## config.mk

```make
export PLATFORM = sky130hd
export DESIGN_NAME = load_store_unit
export DESIGN_NICKNAME = d
export VERILOG_FILES = /design/src/rtl/lsu_pkg.sv /design/src/rtl/lsu_align.sv /design/src/rtl/load_store_unit.sv
export SDC_FILE = /design/constraint.sdc
export NUM_CORES = 1
export LEC_CHECK = 0
export ABC_AREA = 1
export BUFFER_PORTS_ARGS = -buffer_cell sky130_fd_sc_hd__buf_2
export CAP_MARGIN = 20
export CORE_ASPECT_RATIO = 0.8
export CORE_UTILIZATION = 52
export DETAILED_ROUTE_END_ITERATION = 10
export GPL_ROUTABILITY_DRIVEN = 1
export HOLD_SLACK_MARGIN = 0.12
export PLACE_DENSITY_LB_ADDON = 0.08
export SYNTH_ARGS = -nofsm -noshare
export SYNTH_HDL_FRONTEND = slang
export SYNTH_SLANG_ARGS = --single-unit
```

## constraint.sdc

```tcl
create_clock -name clk -period 4.6 [get_ports clk]
set_input_delay 0.69 -clock clk [delete_from_list [all_inputs] [get_ports clk]]
set_output_delay 0.69 -clock clk [all_outputs]
set_load 0.01 [all_outputs]
```

## src/rtl/lsu_pkg.sv

```systemverilog
// Shared constants, types and decode helpers for the load/store unit.
package lsu_pkg;

  localparam int unsigned BYTE_W = 8;
  localparam int unsigned HALF_W = 16;

  localparam logic [2:0] F3_B  = 3'b000;
  localparam logic [2:0] F3_H  = 3'b001;
  localparam logic [2:0] F3_W  = 3'b010;
  localparam logic [2:0] F3_BU = 3'b100;
  localparam logic [2:0] F3_HU = 3'b101;

  localparam logic [1:0] ERR_OK    = 2'b00;
  localparam logic [1:0] ERR_MISAL = 2'b01;
  localparam logic [1:0] ERR_RANGE = 2'b10;
  localparam logic [1:0] ERR_ILL   = 2'b11;

  typedef enum logic [1:0] {
    ST_IDLE  = 2'd0,
    ST_READ  = 2'd1,
    ST_WRITE = 2'd2,
    ST_RESP  = 2'd3
  } lsu_state_e;

  // Request attributes held for the duration of one access.
  typedef struct packed {
    logic       we;
    logic [2:0] funct3;
    logic [1:0] off;
  } lsu_req_t;

  // Unsigned sub-word variants exist only for loads.
  function automatic logic f3_legal(input logic we, input logic [2:0] f3);
    logic ok;
    case (f3)
      F3_B, F3_H, F3_W: ok = 1'b1;
      F3_BU, F3_HU:     ok = !we;
      default:          ok = 1'b0;
    endcase
    return ok;
  endfunction

  function automatic logic f3_misal(input logic [2:0] f3, input logic [1:0] off);
    logic mis;
    case (f3)
      F3_H, F3_HU: mis = off[0];
      F3_W:        mis = (off != 2'b00);
      default:     mis = 1'b0;
    endcase
    return mis;
  endfunction

endpackage

```

## src/rtl/lsu_align.sv

```systemverilog
// Combinational sub-word datapath: load extract/extend and store byte/half merge.
module lsu_align
  import lsu_pkg::*;
#(
  parameter int unsigned XLEN = 32
) (
  input  logic [XLEN-1:0] word_i,
  input  logic [XLEN-1:0] wdata_i,
  input  logic [1:0]      offset_i,
  input  logic [2:0]      funct3_i,
  output logic [XLEN-1:0] load_data_c,
  output logic [XLEN-1:0] store_word_c
);

  logic [BYTE_W-1:0] byte_c;
  logic [HALF_W-1:0] half_c;

  // Only the addressed lane is forwarded, so unselected bytes never reach the result.
  always_comb begin
    case (offset_i)
      2'd0:    byte_c = word_i[7:0];
      2'd1:    byte_c = word_i[15:8];
      2'd2:    byte_c = word_i[23:16];
      default: byte_c = word_i[31:24];
    endcase
    half_c = offset_i[1] ? word_i[31:16] : word_i[15:0];
  end

  always_comb begin
    case (funct3_i)
      F3_B:    load_data_c = {{(XLEN-BYTE_W){byte_c[BYTE_W-1]}}, byte_c};
      F3_BU:   load_data_c = XLEN'(byte_c);
      F3_H:    load_data_c = {{(XLEN-HALF_W){half_c[HALF_W-1]}}, half_c};
      F3_HU:   load_data_c = XLEN'(half_c);
      F3_W:    load_data_c = word_i;
      default: load_data_c = '0;
    endcase
  end

  always_comb begin
    store_word_c = word_i;
    case (funct3_i)
      F3_B: begin
        case (offset_i)
          2'd0:    store_word_c[7:0]   = wdata_i[7:0];
          2'd1:    store_word_c[15:8]  = wdata_i[7:0];
          2'd2:    store_word_c[23:16] = wdata_i[7:0];
          default: store_word_c[31:24] = wdata_i[7:0];
        endcase
      end
      F3_H: begin
        if (offset_i[1]) store_word_c[31:16] = wdata_i[15:0];
        else             store_word_c[15:0]  = wdata_i[15:0];
      end
      default: store_word_c = wdata_i;
    endcase
  end

endmodule

```

## src/rtl/load_store_unit.sv

```systemverilog
// Single-outstanding load/store unit between the MEM stage and a word-wide data memory.
module load_store_unit
  import lsu_pkg::*;
#(
  parameter int unsigned MEM_BYTES = 32,
  parameter int unsigned XLEN      = 32
) (
  input  logic            clk,
  input  logic            rst,
  input  logic            req_valid,
  output logic            req_ready,
  input  logic            req_we,
  input  logic [2:0]      req_funct3,
  input  logic [XLEN-1:0] req_addr,
  input  logic [XLEN-1:0] req_wdata,
  output logic            rsp_valid,
  output logic [XLEN-1:0] rsp_rdata,
  output logic [1:0]      rsp_err,
  output logic            mem_read,
  output logic            mem_write,
  output logic [XLEN-1:0] mem_addr,
  output logic [XLEN-1:0] mem_wdata,
  input  logic [XLEN-1:0] mem_rdata
);

  localparam int unsigned AW = XLEN + 1;

  lsu_state_e      state_q, state_d;
  lsu_req_t        req_q, req_d;
  logic [XLEN-1:0] wdata_q, wdata_d;
  logic [XLEN-1:0] mem_addr_q, mem_addr_d;
  logic [XLEN-1:0] mem_wdata_q, mem_wdata_d;
  logic            mem_read_q, mem_read_d;
  logic            mem_write_q, mem_write_d;
  logic            rsp_valid_q, rsp_valid_d;
  logic [XLEN-1:0] rsp_rdata_q, rsp_rdata_d;
  logic [1:0]      rsp_err_q, rsp_err_d;

  logic [XLEN-1:0] word_addr_c;
  logic [AW-1:0]   last_byte_c;
  logic [1:0]      req_err_c;
  logic [XLEN-1:0] load_data_c;
  logic [XLEN-1:0] store_word_c;

  // Extra top bit keeps the last-byte sum from wrapping near the top of the address space.
  assign word_addr_c = {req_addr[XLEN-1:2], 2'b00};
  assign last_byte_c = {1'b0, word_addr_c} + AW'(3);

  always_comb begin
    req_err_c = ERR_OK;
    if (!f3_legal(req_we, req_funct3))            req_err_c = ERR_ILL;
    else if (f3_misal(req_funct3, req_addr[1:0])) req_err_c = ERR_MISAL;
    else if (last_byte_c >= AW'(MEM_BYTES))       req_err_c = ERR_RANGE;
  end

  lsu_align #(
    .XLEN (XLEN)
  ) u_align (
    .word_i       (mem_rdata),
    .wdata_i      (wdata_q),
    .offset_i     (req_q.off),
    .funct3_i     (req_q.funct3),
    .load_data_c  (load_data_c),
    .store_word_c (store_word_c)
  );

  // Strobes and response fields are decided for the state being entered, then registered.
  always_comb begin
    state_d     = state_q;
    req_d       = req_q;
    wdata_d     = wdata_q;
    mem_addr_d  = mem_addr_q;
    mem_wdata_d = mem_wdata_q;
    mem_read_d  = 1'b0;
    mem_write_d = 1'b0;
    rsp_valid_d = 1'b0;
    rsp_rdata_d = '0;
    rsp_err_d   = ERR_OK;

    case (state_q)
      ST_IDLE: begin
        if (req_valid) begin
          req_d.we     = req_we;
          req_d.funct3 = req_funct3;
          req_d.off    = req_addr[1:0];
          wdata_d      = req_wdata;
          mem_addr_d   = word_addr_c;
          if (req_err_c != ERR_OK) begin
            state_d     = ST_RESP;
            rsp_valid_d = 1'b1;
            rsp_err_d   = req_err_c;
          end else if (req_we && (req_funct3 == F3_W)) begin
            state_d     = ST_WRITE;
            mem_write_d = 1'b1;
            mem_wdata_d = req_wdata;
          end else begin
            state_d    = ST_READ;
            mem_read_d = 1'b1;
          end
        end
      end
      ST_READ: begin
        if (req_q.we) begin
          state_d     = ST_WRITE;
          mem_write_d = 1'b1;
          mem_wdata_d = store_word_c;
        end else begin
          state_d     = ST_RESP;
          rsp_valid_d = 1'b1;
          rsp_rdata_d = load_data_c;
        end
      end
      ST_WRITE: begin
        state_d     = ST_RESP;
        rsp_valid_d = 1'b1;
      end
      default: state_d = ST_IDLE;
    endcase
  end

  always_ff @(posedge clk or negedge rst) begin
    if (!rst) begin
      state_q     <= ST_IDLE;
      req_q       <= '0;
      wdata_q     <= '0;
      mem_addr_q  <= '0;
      mem_wdata_q <= '0;
      mem_read_q  <= 1'b0;
      mem_write_q <= 1'b0;
      rsp_valid_q <= 1'b0;
      rsp_rdata_q <= '0;
      rsp_err_q   <= ERR_OK;
    end else begin
      state_q     <= state_d;
      req_q       <= req_d;
      wdata_q     <= wdata_d;
      mem_addr_q  <= mem_addr_d;
      mem_wdata_q <= mem_wdata_d;
      mem_read_q  <= mem_read_d;
      mem_write_q <= mem_write_d;
      rsp_valid_q <= rsp_valid_d;
      rsp_rdata_q <= rsp_rdata_d;
      rsp_err_q   <= rsp_err_d;
    end
  end

  assign req_ready = (state_q == ST_IDLE);
  assign rsp_valid = rsp_valid_q;
  assign rsp_rdata = rsp_rdata_q;
  assign rsp_err   = rsp_err_q;
  assign mem_read  = mem_read_q;
  assign mem_write = mem_write_q;
  assign mem_addr  = mem_addr_q;
  assign mem_wdata = mem_wdata_q;

endmodule

```

### Word level (Yosys, flattened, before mapping)

Index checks and enable logic that the tools add are counted.
Widths: inputs -> output; s select.

* register bits: 139
* logic and storage cells: 89

* add/subtract/negate cells: 1
* magnitude comparators: 1
* eq/ne operators: 16
* mux-type cells: 44
* reduce and logical (&&, ||, !) cells: 15

Operators with widths (count)
* $mux 32: 6
* $pmux 32 s5: 1
* $pmux 32 s2: 2
* $mux 16: 3
* $add 32x2->33 const B: 1
* $ge 33x6->1 const B: 1
* $mux 8: 4
* $pmux 8 s3: 1
* $mux 2: 9
* $mux 1: 13
* $eq 3x3->1 const B: 4
* $eq 3x1->1 const B: 2
* $eq 3x2->1 const B: 2
* $logic_not 3->1: 2
* $ne 2x2->1 const B: 3
* $pmux 1 s2: 3
* $pmux 2 s3: 1
* $reduce_bool 2->1: 3
* $reduce_or 3->1: 2
* $reduce_and 5->1: 1
* $eq 2x1->1 const B: 2
* $eq 2x2->1 const B: 2
* $logic_not 2->1: 2
* $reduce_or 2->1: 2
* other kinds (5): 5

### Longest topological paths before layout

* word-level depth: 10
* gate-level depth with buffers: 12
* mapped depth without buffers: 10

### By module

Synthesis repeated with hierarchy kept, for this count alone.

* cells, all modules: 1253
* area, all modules: 8277.9 µm²

By module, submodules not included
* load_store_unit: instances 1, cells each 683, area an instance 5793.1 µm², seq. area each 3478.3 µm²
* lsu_align: instances 1, cells each 570, area an instance 2484.9 µm², seq. area each 0.0 µm²

### Least setup slack after synthesis

OpenSTA, ideal clock, no wires.

* kind: input to register
* start: in req_addr[24]
* end: reg mem_wdata_q[0], in the netlist mem_wdata[0]
* library setup time: 117 ps
* data arrival time: 1662 ps
* path slack: 2821 ps
* stages: 11
* buffers on the path: 1
* path through: nor2_1 -> nand2_1 -> nor2_1 -> nand2_1 -> nor2_2 -> nand3_1 -> nand2_2 -> nand2_2 -> buf_6 -> nand2_1 -> nand2_1

* longest elaborated chain between the ends: 8

RTL lines
* from (decl): line load_store_unit.sv:14 `input logic [XLEN-1:0] req_addr,`
* $add 32x2->33: line load_store_unit.sv:47 `assign last_byte_c = {1'b0, word_addr_c} + AW'(3);`
* $ge 33x6->1: line load_store_unit.sv:53 `else if (last_byte_c >= AW'(MEM_BYTES)) req_err_c = ERR_RANGE;`
* $mux 2: line load_store_unit.sv:53
* $mux 2: line load_store_unit.sv:52 `else if (f3_misal(req_funct3, req_addr[1:0])) req_err_c = ERR_MISAL;`
* $mux 2: line load_store_unit.sv:51 `if (!f3_legal(req_we, req_funct3)) req_err_c = ERR_ILL;`
* $reduce_bool 2->1: line load_store_unit.sv:88 `if (req_err_c != ERR_OK) begin`
* $ne 2x2->1 (no line)
* $reduce_and 5->1 (no line)
* to (signal assigned): line load_store_unit.sv:138 `mem_wdata_q <= mem_wdata_d;`
* to (decl): line load_store_unit.sv:32 `logic [XLEN-1:0] mem_wdata_q, mem_wdata_d;`

No other way between the ends.
A chain may end at the register's enable or synchronous reset.

### Final worst setup path

* start: reg state_q[1]
* end: reg mem_wdata_q[6], in the netlist mem_wdata[6]

* longest elaborated chain between the ends: 3

RTL lines
* from (decl): line load_store_unit.sv:28 `lsu_state_e state_q, state_d;`
* from (signal assigned): line load_store_unit.sv:134 `state_q <= state_d;`
* $eq 2x1->1 or $logic_not 2->1 (tied branches): line load_store_unit.sv:80 `case (state_q)`
* $ne 2x2->1 (no line) (tied with other cells)
* $reduce_and 5->1 (no line)

Several ways; a longest one is shown, not always the timed one.

==> summary.md <==
| Metric | Value |
|---|---|
| Clk root buf | clkbuf_16 |
| Most numerous cell in the Yosys netlist | nand2_1 |
| Fmax | 0.348 GHz |
| # diodes | 0 |
| Via count | 7946 |
| Final setup vio count | 0 |
| Remaining DRCs | 9 |
| Starting Density | 53.8% |
| Total gr overflow | 0 |
| Largest net degree at the start of global routing | 78 |
| Die area | 15500 um2 |
| Max FO, Critical Path | 53 |
| Share of layout cells above drive strength 1 | 20.3% |
| Routed len/inst | 15.5 um |
| Worst EP required | 4.96 ns |
| Synth warn | 0 |
| GR Layer Usage met3 | 6.02% |
| Finished Layout Cells | 1477 |
| Top-area cell type share of the netlist area | 44.7% |
| Clock buffer depth | 2 |
| Failing checks | DRC |
| CTS tree | yes |
| Final setup TNS | 0 ns |
| Routing usage on met2 | 48.1% |
| Cell total after placement | 1445 |
| Synthesized flop and latch total | 139 |
| Num rows | 39 |
| GR Util met1 | 43.2% |
| DRT Wirelength | 22.8 mm |
| Io pins | 205 |
| Fillers | 1315 |
| Ratio of final minimum period to clock period | 62.5% |
| RSZ-0062 raised after global routing | no |
| Critical setup path kind | flip-flop to flip-flop |
| Sequential Power Share | 29.4% |
| PostCTS Resize Cnt | 0 |
| Post-synth EDFFs | 0 |
| Power per cell area | 728 nW/um2 |
| Sw Ratio | 45.3% |
| Internal Dissipation | 3750 uW |
| NetSw | 3100 uW |
| Setup bufs post-CTS | 0 |
| Global-route total usage across every layer | 30.6% |
| Maxcap violations | 0 |
| Iteration-0 DRC Markers | 763 |
| Hold crit path type | input port to asynchronous set/reset pin |
| Synth unique cells | 26 |
| Core area | 14400 um2 |
| First-pass GRT wire length | 37.1 mm |
| Clk pin slew, worst setup/hold paths | 0.06 ns |
| Sequential area share after synthesis | 44.7% |
| Top post-synthesis cells by area | dfrtp_1 (45%), nand2_1 (20%), nand3_1 (6.8%) |
| Minimum clock period | 2.88 ns |
| Rel. slew slack | 43.4% |
| Ys flop type | dfrtp_1 |
| Clock sink count | 139 |
| Max-slew violations | 0 |
| Synth area leader | dfrtp_1 |
| Data arrival time of the critical path | 3.23 ns |
| Initial antenna violation count | 0 |
| Reg2reg setup slack | 1.72 ns |
| Worst-case vdd ir drop | 507 uV |
| Grt peak-use layer | met2 |
| Status | finished with violations |
| Leakage power total | 0.00521 uW |
| Routed Antenna Nets | 0 |
| Synthesis-to-layout area growth | 20.9% |
| Cts bufs inserted | 17 |
| Skew-Pair Late Insertion Delay | 0.43 ns |
| Die X-Extent | 139 um |
| TritonRoute pass-1 iters | 9 |
| Worst-margin pin slew | 0.846 ns |
| Synth Area per Inst | 6.96 um2 |
| Vias per cell | 5.38 |
| Netlist Area Pre-Place | 7780 um2 |
| Clock share of power | 21.4% |
| Number of nets in the layout | 1387 |
| Die Y | 111 um |
| Vias in the first global route | 7364 |
| CTS H-tree depth | 4 |
| Hold violation count in the final report | 0 |
| Final Skew | 0.0133 ns |
| FFs w/ async S/R, synth | 100% |
| Worst setup EP type | flip-flop |
| Post-DP HPWL | 16.3 mm |
| Number of port buffers | 202 |
| Synth top cells by count | nand2_1 (415), dfrtp_1 (139), nand3_1 (105) |
| Post-cts hold buffer count | 0 |
| Synth Instances | 1117 |
| Placer Congestion | 0.939 |
| Worst Setup Start Kind | flip-flop |
| Logic pwr share | 49.2% |
## placed cells by master (no fill, tap or decap), drive strengths merged
cell / count
clkbuf: 19
dfrtp: 139
nor2: 80
o21ai: 88
o211ai: 7
conb: 2
inv: 108
o2111ai: 4
a21oi: 79
a31oi: 2
clkinv: 8
a211oi: 1
nand3: 105
ha: 4
nand2: 418
buf: 211
bufinv: 4
a22oi: 4
o22ai: 10
## final timing paths
check                               from             to  cells past startpoint
setup reg to reg              state_q[1]   mem_wdata[6]                     10
hold reg to reg            mem_wdata[30]  mem_wdata[30]                      2
max in group asynchronous            rst     wdata_q[9]                      2
min in group clk             req_addr[2]    mem_addr[2]                      3
setup / recovery              state_q[1]   mem_wdata[6]                     10
hold / removal                       rst  rsp_rdata[11]                      1
## power groups by stage
stage	combinational [uW]	sequential [uW]	clock, uW
floorplan	2300	2130	0
global placement	3240	2020	0
detailed placement	3330	2020	0
CTS	3340	2010	1480
global route	3790	2070	1540
finish	3370	2010	1470
## critical path, stage by stage, from the launching register on
cell      delay, ns
dfrtp_1        0.41
inv_1          0.09
ha_1           0.14
buf_4          0.42
inv_2          0.24
nor2_1         0.43
a211oi_4       0.08
buf_4          0.26
nand2_2        0.49
nand2_1        0.13
nand2_1        0.09
## sequential cells by signal, summed over array words and instances (netlist names), 2 cells and up
signal / cells
mem_addr: 30
mem_wdata: 32
req_q: 6
rsp_err: 2
rsp_rdata: 32
state_q: 2
wdata_q: 32
## area by class of cell
type	count	area [um2]	share of cell area (%)
clock buffer	19	443	4.71
clock inverter	13	191	2.04
inverter	107	402	4.27
multi-input combinational	804	3550	37.8
sequential	139	3480	37.0
tap	184	230	2.45
timing repair buffer	211	1100	11.7
## logic make-up after synthesis
kind of cell             Yosys count  share of synthesized area (%)
AO/OA/AOI/OAI                    195                           13.5
adder cells (fa/ha/maj)            4                          0.644
buffers and inverters            175                           9.73
flip-flops                       139                           44.7
other                              1                         0.0482
AND/OR/NAND/NOR                  603                           31.3
## layer usage
| layer | share of wire [%] | up-vias |
|---|---|---|
| met5 | 0 | - |
| met4 | 1.6 | 0 |
| met3 | 7.9 | 30 |
| met2 | 45 | 370 |
| met1 | 45 | 3682 |
| li1 | - | 3864 |
## stage by stage
step                      utilization [%]  cell area [um2]  worst slack, ns  power, uW  hold WS [ns]
after floorplan                         -             7780             2.82       4430         0.394
after CTS                            65.1             9400             1.73       6830         0.224
final                                65.1             9400             1.72       6840         0.212
after detailed placement             60.7             8770             1.69       5340         0.454
after global routing                 65.1             9400             1.47       7410         0.240
after global placement               60.5             8740             1.78       5260         0.452
No activity file was read; power rests on OpenSTA's default activity.
